==> config.mk <==
export PLATFORM = sky130hd
export DESIGN_NAME = rmii_rx_deframer
export DESIGN_NICKNAME = d
export VERILOG_FILES = /design/src/rtl/rmii_rx_deframer.sv
export SDC_FILE = /design/constraint.sdc
export NUM_CORES = 1
export LEC_CHECK = 0
export CORE_ASPECT_RATIO = 0.6
export CORE_MARGIN = 3
export CORE_UTILIZATION = 35
export DETAILED_ROUTE_END_ITERATION = 12
export GPL_TIMING_DRIVEN = 0
export PLACE_DENSITY = 0.53
export SYNTH_ARGS = -nofsm -noshare
export SYNTH_HDL_FRONTEND = slang
export SYNTH_SLANG_ARGS = --single-unit
==> constraint.sdc <==
create_clock -name clk -period 4.1 [get_ports clk]
set_input_delay 1.025 -clock clk [delete_from_list [all_inputs] [get_ports clk]]
set_output_delay 1.025 -clock clk [all_outputs]
set_load 0.03 [all_outputs]
==> src/rtl/rmii_rx_deframer.sv <==
// -----------------------------------------------------------------------------
// rmii_rx_deframer
//
// Receive-side front end for one RMII PHY port. Samples crs_dv/rx_d/rx_er on
// the 50 MHz RMII reference clock, strips preamble and SFD, and reassembles
// LSB-first dibits into bytes. Emits one byte strobe per completed byte plus a
// per-frame completion record (length, error summary, FCS result).
//
// Optional feature macro: RMII_RX_FCS_CHECK_EN
//   defined   -> CRC-32 residue check over every counted byte (FCS included);
//                fcs_ok reports the result and a mismatch sets frame_err.
//   undefined -> no CRC logic; fcs_ok is tied 0.
//
// Ports:
//   clk         in   RMII reference clock (sole clock)
//   resetn      in   synchronous, active-low reset
//   crs_dv      in   carrier sense / data valid
//   rx_d[1:0]   in   receive dibit, rx_d[0] transmitted first
//   rx_er       in   receive error
//   m_data[7:0] out  received byte
//   m_valid     out  one-cycle byte strobe
//   m_sof       out  first byte after SFD (qualifies m_valid)
//   frame_done  out  one-cycle pulse at end of a frame that passed SFD
//   frame_len   out  complete bytes in the frame (valid with frame_done)
//   frame_err   out  frame error summary (valid with frame_done)
//   fcs_ok      out  FCS residue check result (valid with frame_done)
//   busy        out  high whenever the receiver is not idle
// -----------------------------------------------------------------------------
module rmii_rx_deframer #(
  parameter int MAX_FRAME_BYTES = 1522,
  parameter int LEN_W           = 11
) (
  input  logic             clk,
  input  logic             resetn,
  input  logic             crs_dv,
  input  logic [1:0]       rx_d,
  input  logic             rx_er,
  output logic [7:0]       m_data,
  output logic             m_valid,
  output logic             m_sof,
  output logic             frame_done,
  output logic [LEN_W-1:0] frame_len,
  output logic             frame_err,
  output logic             fcs_ok,
  output logic             busy
);

  localparam logic [LEN_W-1:0] MAX_CNT = LEN_W'(MAX_FRAME_BYTES);

  typedef enum logic [1:0] {
    S_IDLE     = 2'd0,
    S_PREAMBLE = 2'd1,
    S_DATA     = 2'd2,
    S_DROP     = 2'd3
  } state_t;

  state_t           state_q, state_d;
  logic [7:0]       sr_q, sr_d;
  logic [1:0]       dibit_cnt_q, dibit_cnt_d;
  logic [LEN_W-1:0] byte_cnt_q, byte_cnt_d;
  logic             err_q, err_d;
  // DROP: remembers that the previous cycle already had crs_dv low.
  logic             drop_low_q, drop_low_d;

  logic [7:0]       m_data_q, m_data_d;
  logic             m_valid_q, m_valid_d;
  logic             m_sof_q, m_sof_d;
  logic             frame_done_q, frame_done_d;
  logic [LEN_W-1:0] frame_len_q, frame_len_d;
  logic             frame_err_q, frame_err_d;

  logic [7:0]       byte_nxt;
  logic             err_n;
  logic             fcs_bad;

`ifdef RMII_RX_FCS_CHECK_EN
  // Residue of a good frame, expressed MSB-first; the reflected register holds
  // its bit-reverse.
  localparam logic [31:0] CRC_RESIDUE = 32'hC704DD7B;

  logic [31:0] crc_q, crc_d;
  logic        fcs_ok_q, fcs_ok_d;

  // Reflected CRC-32 (poly 0x04C11DB7 -> reversed 0xEDB88320), one byte,
  // LSB first.
  function automatic logic [31:0] crc32_byte(input logic [31:0] crc,
                                             input logic [7:0]  b);
    logic [31:0] c;
    c = crc;
    for (int i = 0; i < 8; i++) begin
      if (c[0] ^ b[i]) c = (c >> 1) ^ 32'hEDB88320;
      else             c = c >> 1;
    end
    return c;
  endfunction

  function automatic logic [31:0] bitrev32(input logic [31:0] v);
    logic [31:0] r;
    for (int i = 0; i < 32; i++) r[i] = v[31-i];
    return r;
  endfunction

  assign fcs_bad = (bitrev32(crc_q) != CRC_RESIDUE);
  assign fcs_ok  = fcs_ok_q;
`else
  assign fcs_bad = 1'b0;
  assign fcs_ok  = 1'b0;
`endif

  // Byte as it will look once the current dibit is shifted in (LSB first).
  assign byte_nxt = {rx_d, sr_q[7:2]};

  always_comb begin
    state_d      = state_q;
    sr_d         = sr_q;
    dibit_cnt_d  = dibit_cnt_q;
    byte_cnt_d   = byte_cnt_q;
    err_d        = err_q;
    drop_low_d   = drop_low_q;
    m_data_d     = m_data_q;
    m_valid_d    = 1'b0;
    m_sof_d      = 1'b0;
    frame_done_d = 1'b0;
    frame_len_d  = frame_len_q;
    frame_err_d  = frame_err_q;
`ifdef RMII_RX_FCS_CHECK_EN
    crc_d        = crc_q;
    fcs_ok_d     = fcs_ok_q;
`endif
    err_n        = err_q | rx_er;

    case (state_q)
      S_IDLE: begin
        if (crs_dv) begin
          if (rx_d == 2'b01) begin
            state_d = S_PREAMBLE;
          end else begin
            state_d    = S_DROP;
            drop_low_d = 1'b0;
          end
        end
      end

      S_PREAMBLE: begin
        if (!crs_dv) begin
          state_d = S_IDLE;
        end else begin
          case (rx_d)
            2'b01: state_d = S_PREAMBLE;
            2'b11: begin
              // SFD: start a fresh frame.
              state_d     = S_DATA;
              dibit_cnt_d = 2'd0;
              byte_cnt_d  = '0;
              err_d       = 1'b0;
`ifdef RMII_RX_FCS_CHECK_EN
              crc_d       = 32'hFFFFFFFF;
`endif
            end
            default: begin
              state_d    = S_DROP;
              drop_low_d = 1'b0;
            end
          endcase
        end
      end

      S_DATA: begin
        // crs_dv low at dibit 2 is RMII carrier toggling, not end of frame.
        if (crs_dv || (dibit_cnt_q == 2'd2)) begin
          sr_d        = byte_nxt;
          dibit_cnt_d = dibit_cnt_q + 2'd1;
          if (dibit_cnt_q == 2'd3) begin
            if (byte_cnt_q == MAX_CNT) begin
              err_n = 1'b1;
            end else begin
              m_data_d   = byte_nxt;
              m_valid_d  = 1'b1;
              m_sof_d    = (byte_cnt_q == '0);
              byte_cnt_d = byte_cnt_q + LEN_W'(1);
`ifdef RMII_RX_FCS_CHECK_EN
              crc_d      = crc32_byte(crc_q, byte_nxt);
`endif
            end
          end
        end else begin
          // End of frame; an odd dibit count means a partial trailing byte.
          state_d      = S_IDLE;
          frame_done_d = 1'b1;
          frame_len_d  = byte_cnt_q;
          frame_err_d  = err_n | dibit_cnt_q[0] | (byte_cnt_q == '0) | fcs_bad;
`ifdef RMII_RX_FCS_CHECK_EN
          fcs_ok_d     = ~fcs_bad;
`endif
        end
        err_d = err_n;
      end

      S_DROP: begin
        if (crs_dv) begin
          drop_low_d = 1'b0;
        end else if (drop_low_q) begin
          state_d    = S_IDLE;
          drop_low_d = 1'b0;
        end else begin
          drop_low_d = 1'b1;
        end
      end

      default: state_d = S_IDLE;
    endcase
  end

  always_ff @(posedge clk) begin
    if (!resetn) begin
      state_q      <= S_IDLE;
      sr_q         <= '0;
      dibit_cnt_q  <= '0;
      byte_cnt_q   <= '0;
      err_q        <= 1'b0;
      drop_low_q   <= 1'b0;
      m_data_q     <= '0;
      m_valid_q    <= 1'b0;
      m_sof_q      <= 1'b0;
      frame_done_q <= 1'b0;
      frame_len_q  <= '0;
      frame_err_q  <= 1'b0;
`ifdef RMII_RX_FCS_CHECK_EN
      crc_q        <= 32'hFFFFFFFF;
      fcs_ok_q     <= 1'b0;
`endif
    end else begin
      state_q      <= state_d;
      sr_q         <= sr_d;
      dibit_cnt_q  <= dibit_cnt_d;
      byte_cnt_q   <= byte_cnt_d;
      err_q        <= err_d;
      drop_low_q   <= drop_low_d;
      m_data_q     <= m_data_d;
      m_valid_q    <= m_valid_d;
      m_sof_q      <= m_sof_d;
      frame_done_q <= frame_done_d;
      frame_len_q  <= frame_len_d;
      frame_err_q  <= frame_err_d;
`ifdef RMII_RX_FCS_CHECK_EN
      crc_q        <= crc_d;
      fcs_ok_q     <= fcs_ok_d;
`endif
    end
  end

  assign m_data     = m_data_q;
  assign m_valid    = m_valid_q;
  assign m_sof      = m_sof_q;
  assign frame_done = frame_done_q;
  assign frame_len  = frame_len_q;
  assign frame_err  = frame_err_q;
  assign busy       = (state_q != S_IDLE);

endmodule
Word level (Yosys, flattened, before mapping) --
Index checks and enable logic that the tools add are counted.
Word-level totals: bits of input ports 6, bits in registers 48
Cells by class: reductions and logical operators 18, mux-type cells 33, bitwise logic cells 8, equal/unequal tests 19, add/sub/neg operators 2
Operators with widths (number):
- two-way mux 11 bit | 5
- inequality test 2 bit (second input constant) | 11
- case mux 11 bit (2 select lines) | 1
- two-way mux 2 bit | 9
- AND reduction 4 bit | 4
- two-way mux 1 bit | 13
- adder 11 x 1 -> 11 bit (second input constant) | 1
- equality test 11 bit (second input constant) | 1
- logical NOT 11 bit | 1
- equality test 2 bit (second input constant) | 5
- case mux 2 bit (2 select lines) | 2
- case mux 2 bit (4 select lines) | 1
- AND reduction 2 bit | 3
- AND reduction 6 bit | 1
- inverter 1 bit | 5
- AND reduction 5 bit | 1
- OR reduction 5 bit | 1
- equality test 2 x 1 -> 1 bit (second input constant) | 2
- nonzero test 2 bit | 2
- bitwise OR 1 bit | 3
- case mux 1 bit (3 select lines) | 1
- AND reduction 3 bit | 1
- nonzero test 3 bit | 1
- adder 2 x 1 -> 2 bit (second input constant) | 1
- 4 further kinds | 4

Depth between registers and ports, before layout --
depth in word-level cells 5, depth in mapped cells 8

Worst setup path after synthesis --
OpenSTA, ideal clock, no wires.
path type input to register, from input port crs_dv, to register byte_cnt_q[6], setup slack 1.833 ns, data required time 4.027 ns, buffers on the path 1, arrival time 2.194 ns, cell stages on the path 6, cell sequence or2_2 > clkbuf_1 > a2bb2oi_2 > a21o_1 > or4_1 > a21oi_1
On the way: word-level cells in the longest chain between the ends 3, elaborated cells between the ends (all ways) 4
Ends and longest elaborated chain:
- start, declared | RTL line 35 | input logic crs_dv,
- logical OR 1 bit | RTL line 170 | if (crs_dv || (dibit_cnt_q == 2'd2)) begin
- inequality test 2 bit (no line)
- AND reduction 6 bit (no line) (*)
- end signal, assigned | RTL line 236 | byte_cnt_q <= byte_cnt_d;
- end, declared | RTL line 60 | logic [LEN_W-1:0] byte_cnt_q, byte_cnt_d;
Mark *: on every way between the ends. The rest lies on a longest branch, timed or not. A chain may end at the register's enable or synchronous reset.

Worst setup path after layout --
from input port crs_dv, to register m_data_q[7], in the netlist m_data[7]
On the way: word-level cells in the longest chain between the ends 2
Ends and longest elaborated chain:
- logical OR 1 bit | RTL line 170
- AND reduction 4 bit (no line)
- end signal, assigned | RTL line 239 | m_data_q <= m_data_d;
- end, declared | RTL line 65 | logic [7:0] m_data_q, m_data_d;
No other way between the ends.

==> impl_results.html <==
<table>
<tr><th>Metric</th><th>Value</th></tr>
<tr><th colspan="2">Route</th></tr>
<tr><td>DRT Wirelength</td><td>around 4800 um</td></tr>
<tr><td>Pre-antenna DRT Iters</td><td>4</td></tr>
<tr><td>Drt drc</td><td>0</td></tr>
<tr><td>Number of nets with antenna violations after routing</td><td>0</td></tr>
<tr><td>Average via count per standard cell</td><td>about 5</td></tr>
<tr><td>Number of vias after detailed routing</td><td>1,718</td></tr>
<tr><td>Number of DRC markers after the initial detailed-route iteration</td><td>78</td></tr>
<tr><td>Average detailed-routed wire length per instance</td><td>13.9 um</td></tr>
<tr><th colspan="2">Timing</th></tr>
<tr><td>Max transition margin</td><td>46.9%</td></tr>
<tr><td>Setup tns final</td><td>0 ns</td></tr>
<tr><td>Total of endpoints with negative setup slack in the final report</td><td>0</td></tr>
<tr><td>Final Cycle Share</td><td>69.6%</td></tr>
<tr><td>Hold slack final</td><td>0.457 ns</td></tr>
<tr><td>Setup repair after global routing missed its margin</td><td>false</td></tr>
<tr><td>F_max</td><td>350 MHz</td></tr>
<tr><td>Final-report max-slew violation count</td><td>0</td></tr>
<tr><td>Final Hold Violating Endpoints</td><td>0</td></tr>
<tr><td>Slew @ Worst Pin</td><td>0.791 ns</td></tr>
<tr><td>Fin Clk Skew</td><td>around 0.0051 ns</td></tr>
<tr><td>Tmin final</td><td>2.86 ns</td></tr>
<tr><th colspan="2">Floorplan</th></tr>
<tr><td>Top Ports</td><td>31</td></tr>
<tr><td>Number of cell rows</td><td>20</td></tr>
<tr><td>Core Box Area</td><td>5230 um2</td></tr>
<tr><td>Die height</td><td>63.9 um</td></tr>
<tr><td>Die span in x</td><td>103 um</td></tr>
<tr><td>Total die area</td><td>6560 um2</td></tr>
<tr><td>Initial core utilization</td><td>37.4%</td></tr>
<tr><th colspan="2">CTS</th></tr>
<tr><td>Deepest level of the CTS H-tree</td><td>2</td></tr>
<tr><td>CTS tree</td><td>done</td></tr>
<tr><td>Number of buffers created by CTS</td><td>5</td></tr>
<tr><td>Count of hold-fix buffers inserted at cts</td><td>0</td></tr>
<tr><td>Deepest clock path buffer count</td><td>2</td></tr>
<tr><td>Clk Latency, worst-skew pair</td><td>about 0.30 ns</td></tr>
<tr><td>Clock edge transition at the registers on the reported setup and hold paths</td><td>0.09 ns</td></tr>
<tr><td>Gates resized, CTS repair</td><td>0</td></tr>
<tr><td>CTS sink cnt</td><td>between 40 and 50</td></tr>
<tr><td>Count of buffers added by post-CTS timing repair for setup</td><td>0</td></tr>
<tr><td>Clock Tree Root</td><td>sky130_fd_sc_hd__clkbuf_8</td></tr>
<tr><th colspan="2">Yosys</th></tr>
<tr><td>Cell area after synthesis</td><td>between 1500 and 2000 um2</td></tr>
<tr><td>Share of Yosys cell area claimed by the top area cell type</td><td>a little under half</td></tr>
<tr><td>Cells after Synth</td><td>240</td></tr>
<tr><td>Top cell types by occurrence after synthesis</td><td>sky130_fd_sc_hd__nand2_1, sky130_fd_sc_hd__dfxtp_1, sky130_fd_sc_hd__a21oi_1, sky130_fd_sc_hd__nor2_1, sky130_fd_sc_hd__inv_1</td></tr>
<tr><td>Yosys cell types</td><td>39</td></tr>
<tr><td>Sequential area share after synthesis</td><td>47.0%</td></tr>
<tr><td>Post-Synthesis Net Count</td><td>251</td></tr>
<tr><td>Flip-flop and latch count after synthesis</td><td>46</td></tr>
<tr><td>Mean post-synth cell area</td><td>8.16 um2</td></tr>
<tr><td>Most instantiated library cell after synthesis</td><td>sky130_fd_sc_hd__nand2_1</td></tr>
<tr><td>Top flip-flop cell by instance count after synthesis</td><td>sky130_fd_sc_hd__dfxtp_1</td></tr>
<tr><td>Number of warnings issued by yosys</td><td>0</td></tr>
<tr><td>Cells taking the most area after synthesis</td><td>sky130_fd_sc_hd__dfxtp_1, sky130_fd_sc_hd__nand2_1, sky130_fd_sc_hd__a21oi_1, sky130_fd_sc_hd__nor2_1, sky130_fd_sc_hd__ha_1</td></tr>
<tr><td>Async set or reset register ratio after synthesis</td><td>0%</td></tr>
<tr><td>Number of enable flip-flop cells after synthesis</td><td>0</td></tr>
<tr><td>Top cell type by total area after synthesis</td><td>sky130_fd_sc_hd__dfxtp_1</td></tr>
<tr><th colspan="2">Finish</th></tr>
<tr><td>Fillers</td><td>~540</td></tr>
<tr><td>Antenna diodes</td><td>0</td></tr>
<tr><td>Final cell count without fillers</td><td>about 340</td></tr>
<tr><td>Share of the core filled with cells in the final layout</td><td>46.7%</td></tr>
<tr><td>Post-route standard cell area excluding fillers</td><td>2440 um2</td></tr>
<tr><td>Area Overhead vs Synth</td><td>24.8%</td></tr>
<tr><td>Ratio of cells with drive above 1 in the final layout</td><td>6.86%</td></tr>
<tr><td>Fin nets</td><td>287</td></tr>
<tr><th colspan="2">Setup path</th></tr>
<tr><td>CP Data Required Time</td><td>4.33 ns</td></tr>
<tr><td>Critical path class</td><td>input pin to flop</td></tr>
<tr><td>Crit path DAT</td><td>3.09 ns</td></tr>
<tr><td>Maximum fanout along the worst path</td><td>9</td></tr>
<tr><td>Startpoint Class</td><td>input pin</td></tr>
<tr><td>Crit path capture type</td><td>flop</td></tr>
<tr><th colspan="2">Place</th></tr>
<tr><td>Final HPWL DP</td><td>around 3400 um</td></tr>
<tr><td>Final RePlAce weighted congestion</td><td>0.814</td></tr>
<tr><td>Total placed instance area</td><td>~2300 um2</td></tr>
<tr><td>Port Buffers</td><td>29</td></tr>
<tr><td>Number of placed cells counting well taps</td><td>between 300 and 400</td></tr>
<tr><th colspan="2">GRT</th></tr>
<tr><td>Largest net degree at the start of global routing</td><td>16</td></tr>
<tr><td>Met2 Resource Use GR</td><td>roughly 20%</td></tr>
<tr><td>Number of global-route vias before repair</td><td>between 1,500 and 2,000</td></tr>
<tr><td>Antenna violations before repair</td><td>0</td></tr>
<tr><td>Wire length of the first global-routing pass</td><td>8090 um</td></tr>
<tr><td>Remaining Overflow, GRT</td><td>0</td></tr>
<tr><td>GRT Overall Usage</td><td>16.1%</td></tr>
<tr><td>Busiest layer in global routing</td><td>met1</td></tr>
<tr><td>Global-route met1 utilization</td><td>25.6%</td></tr>
<tr><td>Met3 track demand over resource in global routing</td><td>around 4.5%</td></tr>
<tr><th colspan="2">Flow run</th></tr>
<tr><td>Max-cap violations</td><td>0</td></tr>
<tr><th colspan="2">Pwr</th></tr>
<tr><td>Peak supply drop</td><td>0.000161 V</td></tr>
<tr><td>Power Dens Cells</td><td>353 nW/um2</td></tr>
<tr><td>Leakage power figure</td><td>0.804 nW</td></tr>
<tr><th colspan="2">Worst hold path</th></tr>
<tr><td>Path class of the lowest-slack min-delay path</td><td>flop to flop</td></tr>
<tr><th colspan="2">Status</th></tr>
<tr><td>Outcome</td><td>finished, final reports clean</td></tr>
</table>
-- cell type report --
type	count	area [um2]	area share, %
well taps	66	82.6	3.38
clock buffers	5	68.8	2.82
clock inverters	3	43.8	1.79
repair buffers	29	290	11.9
inverters	11	41.3	1.69
plain buffers	11	52.6	2.15
multi-input cells	172	943	38.6
flip-flops and latches	46	921	37.7
-- cell families (layout without fill, tap and decap cells) --
kind of cell | count (synthesis) | count (layout) | synth area share [%]
buffers and inverters | 22 | 59 | 4.79
XOR/XNOR | 6 | 6 | 2.68
AO/OA/AOI/OAI | 58 | 58 | 18.8
other | 1 | 1 | 0.192
flip-flops | 46 | 46 | 47.0
adder cells (fa/ha/maj) | 5 | 5 | 3.19
AND/OR/NAND/NOR | 102 | 102 | 23.3
-- report_power, final --
part | switching, mW | internal (mW)
Combinational | 0.0399 | 0.0201
Clock | 0.165 | 0.183
Sequential | 0.00348 | 0.451
-- worst max-delay path: stages --
cell and delay [ns]:
sky130_fd_sc_hd__clkdlybuf4s50_1 0.60, sky130_fd_sc_hd__or2_2 0.15, sky130_fd_sc_hd__clkbuf_1 0.19, sky130_fd_sc_hd__nand2_1 0.27
sky130_fd_sc_hd__nor2_1 0.58, sky130_fd_sc_hd__nand2_1 0.11, sky130_fd_sc_hd__a21oi_1 0.16
-- cells in the final DEF, fill, tap and decap left out, types with 2 or more instances in the layout --
cell type | synthesis | routed
sky130_fd_sc_hd__nand2_1 | 54 | 54
sky130_fd_sc_hd__dfxtp_1 | 46 | 46
sky130_fd_sc_hd__a21oi_1 | 34 | 34
sky130_fd_sc_hd__clkdlybuf4s50_1 | 0 | 29
sky130_fd_sc_hd__nor2_1 | 19 | 19
sky130_fd_sc_hd__inv_1 | 10 | 10
sky130_fd_sc_hd__nand3_1 | 7 | 7
sky130_fd_sc_hd__clkbuf_1 | 6 | 6
sky130_fd_sc_hd__xnor2_1 | 6 | 6
sky130_fd_sc_hd__a211oi_1 | 6 | 6
sky130_fd_sc_hd__ha_1 | 5 | 5
sky130_fd_sc_hd__clkbuf_8 | 0 | 5
sky130_fd_sc_hd__o21ai_0 | 4 | 4
sky130_fd_sc_hd__nor3_1 | 4 | 4
sky130_fd_sc_hd__nand2b_1 | 3 | 3
sky130_fd_sc_hd__nand4_1 | 3 | 3
sky130_fd_sc_hd__a21o_1 | 3 | 3
sky130_fd_sc_hd__or2_2 | 2 | 2
sky130_fd_sc_hd__buf_2 | 2 | 2
sky130_fd_sc_hd__a2111oi_0 | 2 | 2
sky130_fd_sc_hd__o31ai_1 | 2 | 2
sky130_fd_sc_hd__or4_1 | 2 | 2
sky130_fd_sc_hd__buf_4 | 2 | 2
-- final timing paths --
kind,depth (start not counted),startpoint,end,slack (ns)
min reg2reg,2,m_data[0],m_data[0],0.46
min,2,m_data[0],m_data[0],0.46
max reg2reg,8,dibit_cnt_q[0],byte_cnt_q[6],1.96
max,7,crs_dv,m_data[7],1.24
-- metrics by stage --
stage / total power [mW] / setup WS (ns)
finish: 0.862 / 1.24
global route: 0.900 / 0.990
CTS: 0.870 / 1.24
floorplan: 0.502 / 1.83
global placement: 0.525 / 0.938
detailed placement: 0.525 / 0.955
-- per-layer routing --
layer | up-vias | part of all wire [%]
li1 | 889 | -
met1 | 774 | 57
met2 | 50 | 36
met3 | 5 | 6.5
met4 | 0 | 1.2
met5 | - | 0
-- registers in the layout, summed over array words and instances (netlist names), 2 cells and up --
signal and cells:
frame_len 11, sr_q 6, dibit_cnt_q 2, byte_cnt_q 11, m_data 8, state_q 2
Power figures use the tool's default switching activity.
